`src/rtl/data_mem_responder.sv`:
```
// rtl/data_mem_responder.sv - data-port responder: word RAM, console byte FIFO, cycle counter
module data_mem_responder #(
    parameter int RAM_WORDS  = 64,
    parameter int FIFO_DEPTH = 8
) (
    input  logic        clk,
    input  logic        reset,
    input  logic        MemWrite,
    input  logic [31:0] ALUResult,
    input  logic [31:0] WriteData,
    output logic [31:0] ReadData,
    output logic [7:0]  tx_data,
    output logic        tx_valid,
    input  logic        tx_ready
);
    localparam int AW = $clog2(RAM_WORDS);
    localparam int FW = $clog2(FIFO_DEPTH);
    localparam int CW = FW + 1;

    logic [31:0]   ram [RAM_WORDS];
    logic [7:0]    storage [FIFO_DEPTH];
    logic [FW-1:0] rd_ptr;
    logic [FW-1:0] wr_ptr;
    logic [CW-1:0] count;
    logic          ovf;
    logic [31:0]   cycle;

    logic          unused_addr;
    logic          mmio;
    logic [1:0]    mreg;
    logic          ram_hit;
    logic [AW-1:0] ram_idx;
    logic          full;
    logic          empty;
    logic          pop;
    logic          push_req;
    logic          push_ok;
    logic          ovf_clr;
    logic          cycle_wr;

    // Word access only: the byte offset bits carry no meaning here.
    assign unused_addr = ^ALUResult[1:0];

    assign mmio     = ALUResult[31];
    assign mreg     = ALUResult[3:2];
    assign ram_hit  = !mmio && (ALUResult[30:AW+2] == '0);
    assign ram_idx  = ALUResult[AW+1:2];

    assign full     = (count == CW'(FIFO_DEPTH));
    assign empty    = (count == '0);
    assign tx_valid = !empty;
    assign tx_data  = storage[rd_ptr];
    assign pop      = tx_valid && tx_ready;

    // A full FIFO still takes a byte when the head leaves in the same cycle.
    assign push_req = MemWrite && mmio && (mreg == 2'd0);
    assign push_ok  = push_req && (!full || pop);
    assign ovf_clr  = MemWrite && mmio && (mreg == 2'd1) && WriteData[2];
    assign cycle_wr = MemWrite && mmio && (mreg == 2'd2);

    always_comb begin
        ReadData = '0;
        if (!mmio) begin
            if (ram_hit)
                ReadData = ram[ram_idx];
        end else begin
            case (mreg)
                2'd1:    ReadData = {29'b0, ovf, empty, full};
                2'd2:    ReadData = cycle;
                2'd3:    ReadData = 32'(count);
                default: ReadData = '0;
            endcase
        end
    end

    always_ff @(posedge clk) begin
        if (MemWrite && ram_hit)
            ram[ram_idx] <= WriteData;
    end

    always_ff @(posedge clk or negedge reset) begin
        if (!reset) begin
            rd_ptr <= '0;
            wr_ptr <= '0;
            count  <= '0;
            ovf    <= 1'b0;
            cycle  <= '0;
            for (int i = 0; i < FIFO_DEPTH; i++)
                storage[i] <= '0;
        end else begin
            if (push_ok) begin
                storage[wr_ptr] <= WriteData[7:0];
                wr_ptr          <= wr_ptr + 1'b1;
            end
            if (pop)
                rd_ptr <= rd_ptr + 1'b1;
            case ({push_ok, pop})
                2'b10:   count <= count + 1'b1;
                2'b01:   count <= count - 1'b1;
                default: count <= count;
            endcase
            // A dropped byte in the same cycle as a clear keeps the flag set.
            if (push_req && !push_ok)
                ovf <= 1'b1;
            else if (ovf_clr)
                ovf <= 1'b0;
            if (cycle_wr)
                cycle <= WriteData;
            else
                cycle <= cycle + 32'd1;
        end
    end
endmodule

```
`config.mk`:
```
export PLATFORM = sky130hd
export DESIGN_NAME = data_mem_responder
export DESIGN_NICKNAME = d
export VERILOG_FILES = /design/src/rtl/data_mem_responder.sv
export SDC_FILE = /design/constraint.sdc
export NUM_CORES = 2
export LEC_CHECK = 0
export CORE_MARGIN = 4
export CORE_UTILIZATION = 35
export CTS_BUF_LIST = sky130_fd_sc_hd__clkbuf_16
export CTS_CLUSTER_SIZE = 10
export DETAILED_ROUTE_END_ITERATION = 8
export SYNTH_ARGS = -nofsm -noshare
export SYNTH_HDL_FRONTEND = slang
export SYNTH_SLANG_ARGS = --single-unit
export TNS_END_PERCENT = 30
```
`constraint.sdc`:
```
create_clock -name clk -period 3.81 [get_ports clk]
set_input_delay 0.762 -clock clk [delete_from_list [all_inputs] [get_ports clk]]
set_output_delay 0.762 -clock clk [all_outputs]
set_load 0.02 [all_outputs]
```
==> results.tsv <==
stage	metric	value	unit
die	num_io_pins	109	
critical_path	worst-endpoint-required	3.05	ns
power_and_ir_drop	cellPowerDensity	488	nW/um^2
drt	finalWirelength	260000	um
critical_path	worst_r2r_endpoint	count[2]	
synthesis	synth-seq-area-share	76.7	%
cts	worstSkewPairLatency	0.87	ns
cts	clkSlewWorstSetupHoldPaths	0.06	ns
sta	setup-tns-final	-3.96	ns
critical_path	worstRegToRegCells	12	
synthesis	synth_cells	3978	
drt	dr.pass1.iters	6	
critical_path	cp_data_arrival_time	3.36	ns
power_and_ir_drop	p_seq_share	52.7	%
die	rows	179	
global_routing	globalRouteOverflowTotal	0	
global_routing	antenna_violations_before_repair	20	
die	design.die.area	247000	sq um
status	run_status	finished with violations	
sta	finalCritPeriodShare	108	%
status	violated_checks	setup timing	
synthesis	syn_area	83600	sq um
synthesis	synth_ff_type	sky130_fd_sc_hd__edfxtp_1	
worst_hold_path	holdCritPathClass	in -> reg	
critical_path	timing.critical_path.to_type	output port	
sta	layout_min_cycle_time	4.12	ns
drt	vias_per_cell	5.72	
placement	dpl-instance-area	95400	sq um
synthesis	synth_simple_gate_area_share	2.57	%
cts	numCtsBuffers	235	
sta	timing.max_slew.rel_slack	13.1	%
drt	wire_per_inst	32.2	um
synthesis	yosysWarnings	0	
synthesis	ys_types	67	
placement	buffers_added_on_ports	106	
layout	drive_above_1_share	36.6	%
power_and_ir_drop	p_comb_share	8.3	%
layout	layout_common_cells	sky130_fd_sc_hd__edfxtp_1 (2048), sky130_fd_sc_hd__mux4_2 (471), sky130_fd_sc_hd__buf_4 (465)	
sta	timing.final.hold_violations	0	
die	chipWidth	497	um
die	die_height	497	um
synthesis	mean_instance_size_in_the_synthesized_netlist	21.0	sq um
synthesis	async_reset_ff_share	4.97	%
global_routing	grt_first_pass_wirelength	362000	um
power_and_ir_drop	switching_share	22.5	%
synthesis	synth_compound_gate_area_share	3.25	%
critical_path	r2r-start	count[2]	
sta	max_slew.worst_pin.slew	1.30	ns
synthesis	synth_fp_nets	4052	
synthesis	synth_edf_count	2048	
global_routing	global_route.usage.total	20.6	%
layout	num-nets-final	4889	
drt	remaining_drc_errors	0	
layout	area_growth_syn_to_layout	24.2	%
critical_path	worst-path-max-fanout	1	
power_and_ir_drop	power.share.clock	39.0	%
placement	gp_congestion	0.847	
worst_hold_path	hold_start	WriteData[13]	
layout	final_cell_area	104000	sq um
cts	clk_root_buffer_cell	sky130_fd_sc_hd__clkbuf_16	
synthesis	synth.area.mux_share	15.6	%
layout	layout.cells.most_common	sky130_fd_sc_hd__edfxtp_1	
sta	setup_viol	28	
synthesis	combinational_family_with_the_most_area_after_synthesis	multiplexers	
cts	cts_htree_levels	4	
global_routing	grt_max_degree	74	
drt	first_iter_violations	6263	
power_and_ir_drop	switching_power	11400	uW
worst_hold_path	min_delay_worst_endpoint	ram[48][13]	
synthesis	ys_seq_elements	2155	
synthesis	post_synth_fa_ha_maj_area_fraction	0.0898	%
sta	drv_slew	0	
global_routing	grt_pass1_vias	46051	
cts	tritoncts_clock_tree	built	
drt	via_count	46287	
critical_path	worstSetupStartpointType	register	
worst_hold_path	timing.hold.worst_path_depth	1	
critical_path	worst-r2r-setup-slack	1.33	ns
power_and_ir_drop	p_leak	0.0344	uW
drt	route.antenna.remaining_nets	0	
sta	final_critical_path_setup_slack	-0.309	ns
job	max_cap_viols	0	
synthesis	synth-xor-area-share	0.408	%
cts	clkSinkCount	2155	
sta	rsz0062_at_grt	true	
die	fp.coreArea	238000	sq um
power_and_ir_drop	peakVddDrop	0.454	mV
power_and_ir_drop	power.internal	39300	uW
sta	maximum_frequency_from_static_timing_analysis	243	MHz
critical_path	setup.worst_path.class	reg -> out	
cts	cts_buffer_depth	3	
sta	finClkSkew	0.0175	ns
placement	detailedPlacementHpwl	167000	um
die	effective_utilization_at_floorplan	35.2	%
per-layer routing:
metal / up-vias / share of wire, % / global-route usage, %
met5: - / 0.031 / 0
met4: 12 / 4.4 / 8.09
met3: 511 / 8.9 / 3.91
met2: 2521 / 48 / 33.4
met1: 24896 / 39 / 27.7
li1: 18347 / - / -
cell type report:
cell class              instances  area [sq um]
diodes                         10          25.0
clock buffers                 238          5960
multi-input cells            1592         19700
flip-flops and latches       2155         64200
inverters                       7          30.0
repair buffers                824          9520
fillers                     20235        134000
well taps                    3167          3960
clock inverters                95           495
what timing repair did:
action	in CTS	in global routing
endpoints found under the hold margin	36	0
pin swaps	42	34
endpoints found under the setup margin	36	32
hold buffers	1	0
gates resized for setup	272	97
cloned	4	3
buffers inserted	27	31
flip-flops by register name, indices dropped and copies added (netlist names):
name and count:
count 4, cycle 32, ovf 1, ram 2048, rd_ptr 3, storage 64, wr_ptr 3
synthesized netlist by cell type (4+ instances only):
cell type | count | share of area (%)
sky130_fd_sc_hd__a211oi_1 | 6 | 0.054
sky130_fd_sc_hd__a221oi_1 | 28 | 0.29
sky130_fd_sc_hd__and3_1 | 24 | 0.18
sky130_fd_sc_hd__nand4_1 | 28 | 0.21
sky130_fd_sc_hd__or4_1 | 4 | 0.036
sky130_fd_sc_hd__a31oi_1 | 20 | 0.15
sky130_fd_sc_hd__and2_1 | 5 | 0.037
sky130_fd_sc_hd__xor2_1 | 25 | 0.26
sky130_fd_sc_hd__buf_2 | 86 | 0.51
sky130_fd_sc_hd__o22ai_1 | 12 | 0.090
sky130_fd_sc_hd__nand3b_1 | 5 | 0.045
sky130_fd_sc_hd__mux2i_1 | 157 | 1.9
sky130_fd_sc_hd__a222oi_1 | 4 | 0.048
sky130_fd_sc_hd__nand2b_1 | 4 | 0.030
sky130_fd_sc_hd__buf_1 | 16 | 0.072
sky130_fd_sc_hd__o21ai_0 | 61 | 0.37
sky130_fd_sc_hd__nor4_1 | 16 | 0.12
sky130_fd_sc_hd__mux4_2 | 471 | 13
sky130_fd_sc_hd__a32oi_1 | 14 | 0.15
sky130_fd_sc_hd__edfxtp_1 | 2048 | 74
sky130_fd_sc_hd__o211ai_1 | 9 | 0.081
sky130_fd_sc_hd__nor3_1 | 16 | 0.096
sky130_fd_sc_hd__a41oi_1 | 5 | 0.052
sky130_fd_sc_hd__a22o_1 | 23 | 0.24
sky130_fd_sc_hd__a22oi_1 | 120 | 1.1
sky130_fd_sc_hd__nor2_1 | 141 | 0.63
sky130_fd_sc_hd__nand3_1 | 46 | 0.28
sky130_fd_sc_hd__ha_1 | 6 | 0.090
sky130_fd_sc_hd__dfrtp_1 | 107 | 3.2
sky130_fd_sc_hd__nand2_1 | 121 | 0.54
sky130_fd_sc_hd__buf_4 | 30 | 0.27
sky130_fd_sc_hd__xnor2_1 | 14 | 0.15
sky130_fd_sc_hd__mux2_1 | 10 | 0.13
sky130_fd_sc_hd__a21oi_1 | 73 | 0.44
sky130_fd_sc_hd__mux2_2 | 69 | 0.93
sky130_fd_sc_hd__nor2b_1 | 8 | 0.060
sky130_fd_sc_hd__inv_1 | 4 | 0.018
sky130_fd_sc_hd__clkbuf_1 | 89 | 0.40
how the worst max path moves through the flow:
stage / end / start / slack, ns / cells past startpoint
2_1_floorplan: ram[15][0] / ALUResult[4] / -0.30 / 8
3_3_place_gp: ReadData[5] / ALUResult[20] / -0.89 / 9
3_5_place_dp: ReadData[5] / ALUResult[9] / -0.84 / 9
4_1_cts: ReadData[12] / ram[27][12] / -0.40 / 8
5_1_grt: ReadData[12] / ram[27][12] / -0.38 / 8
6_report: ReadData[12] / ram[27][12] / -0.31 / 8
critical path, cell delays in order, from the launching register on:
cell	delay [ns]
sky130_fd_sc_hd__edfxtp_1	0.36
sky130_fd_sc_hd__mux4_2	0.49
sky130_fd_sc_hd__and3_4	0.18
sky130_fd_sc_hd__a31oi_4	0.20
sky130_fd_sc_hd__buf_6	0.15
sky130_fd_sc_hd__nand4_1	0.18
sky130_fd_sc_hd__or4_4	0.50
sky130_fd_sc_hd__a22o_4	0.29
sky130_fd_sc_hd__buf_6	0.15
logic make-up after synthesis:
logic type,after synthesis
flops,2155
mux,707
simple gates,445
compound gates,395
buf+inv,231
xor+xnor,39
fa+ha+maj,6
through the flow:
stage	total power [uW]	setup WS, ns	instances	hold WS (ns)	utilization, %
2_1_floorplan	29100	-0.296	3978	0.459	-
3_3_place_gp	31100	-0.892	7686	0.471	40.1
3_5_place_dp	31100	-0.838	7686	0.479	40.1
4_1_cts	50900	-0.397	8048	0.252	43.3
5_1_grt	52300	-0.379	8081	0.285	43.7
6_report	50700	-0.309	8088	0.308	43.7
power by group through the flow:
stage	clock network, uW	logic, uW	registers, uW
2_1_floorplan	0	2130	27000
3_3_place_gp	0	3900	27100
3_5_place_dp	0	3970	27200
4_1_cts	20000	4130	26700
5_1_grt	21100	4460	26700
6_report	19700	4210	26700
Note: power is estimated with default switching activity, not from simulation.
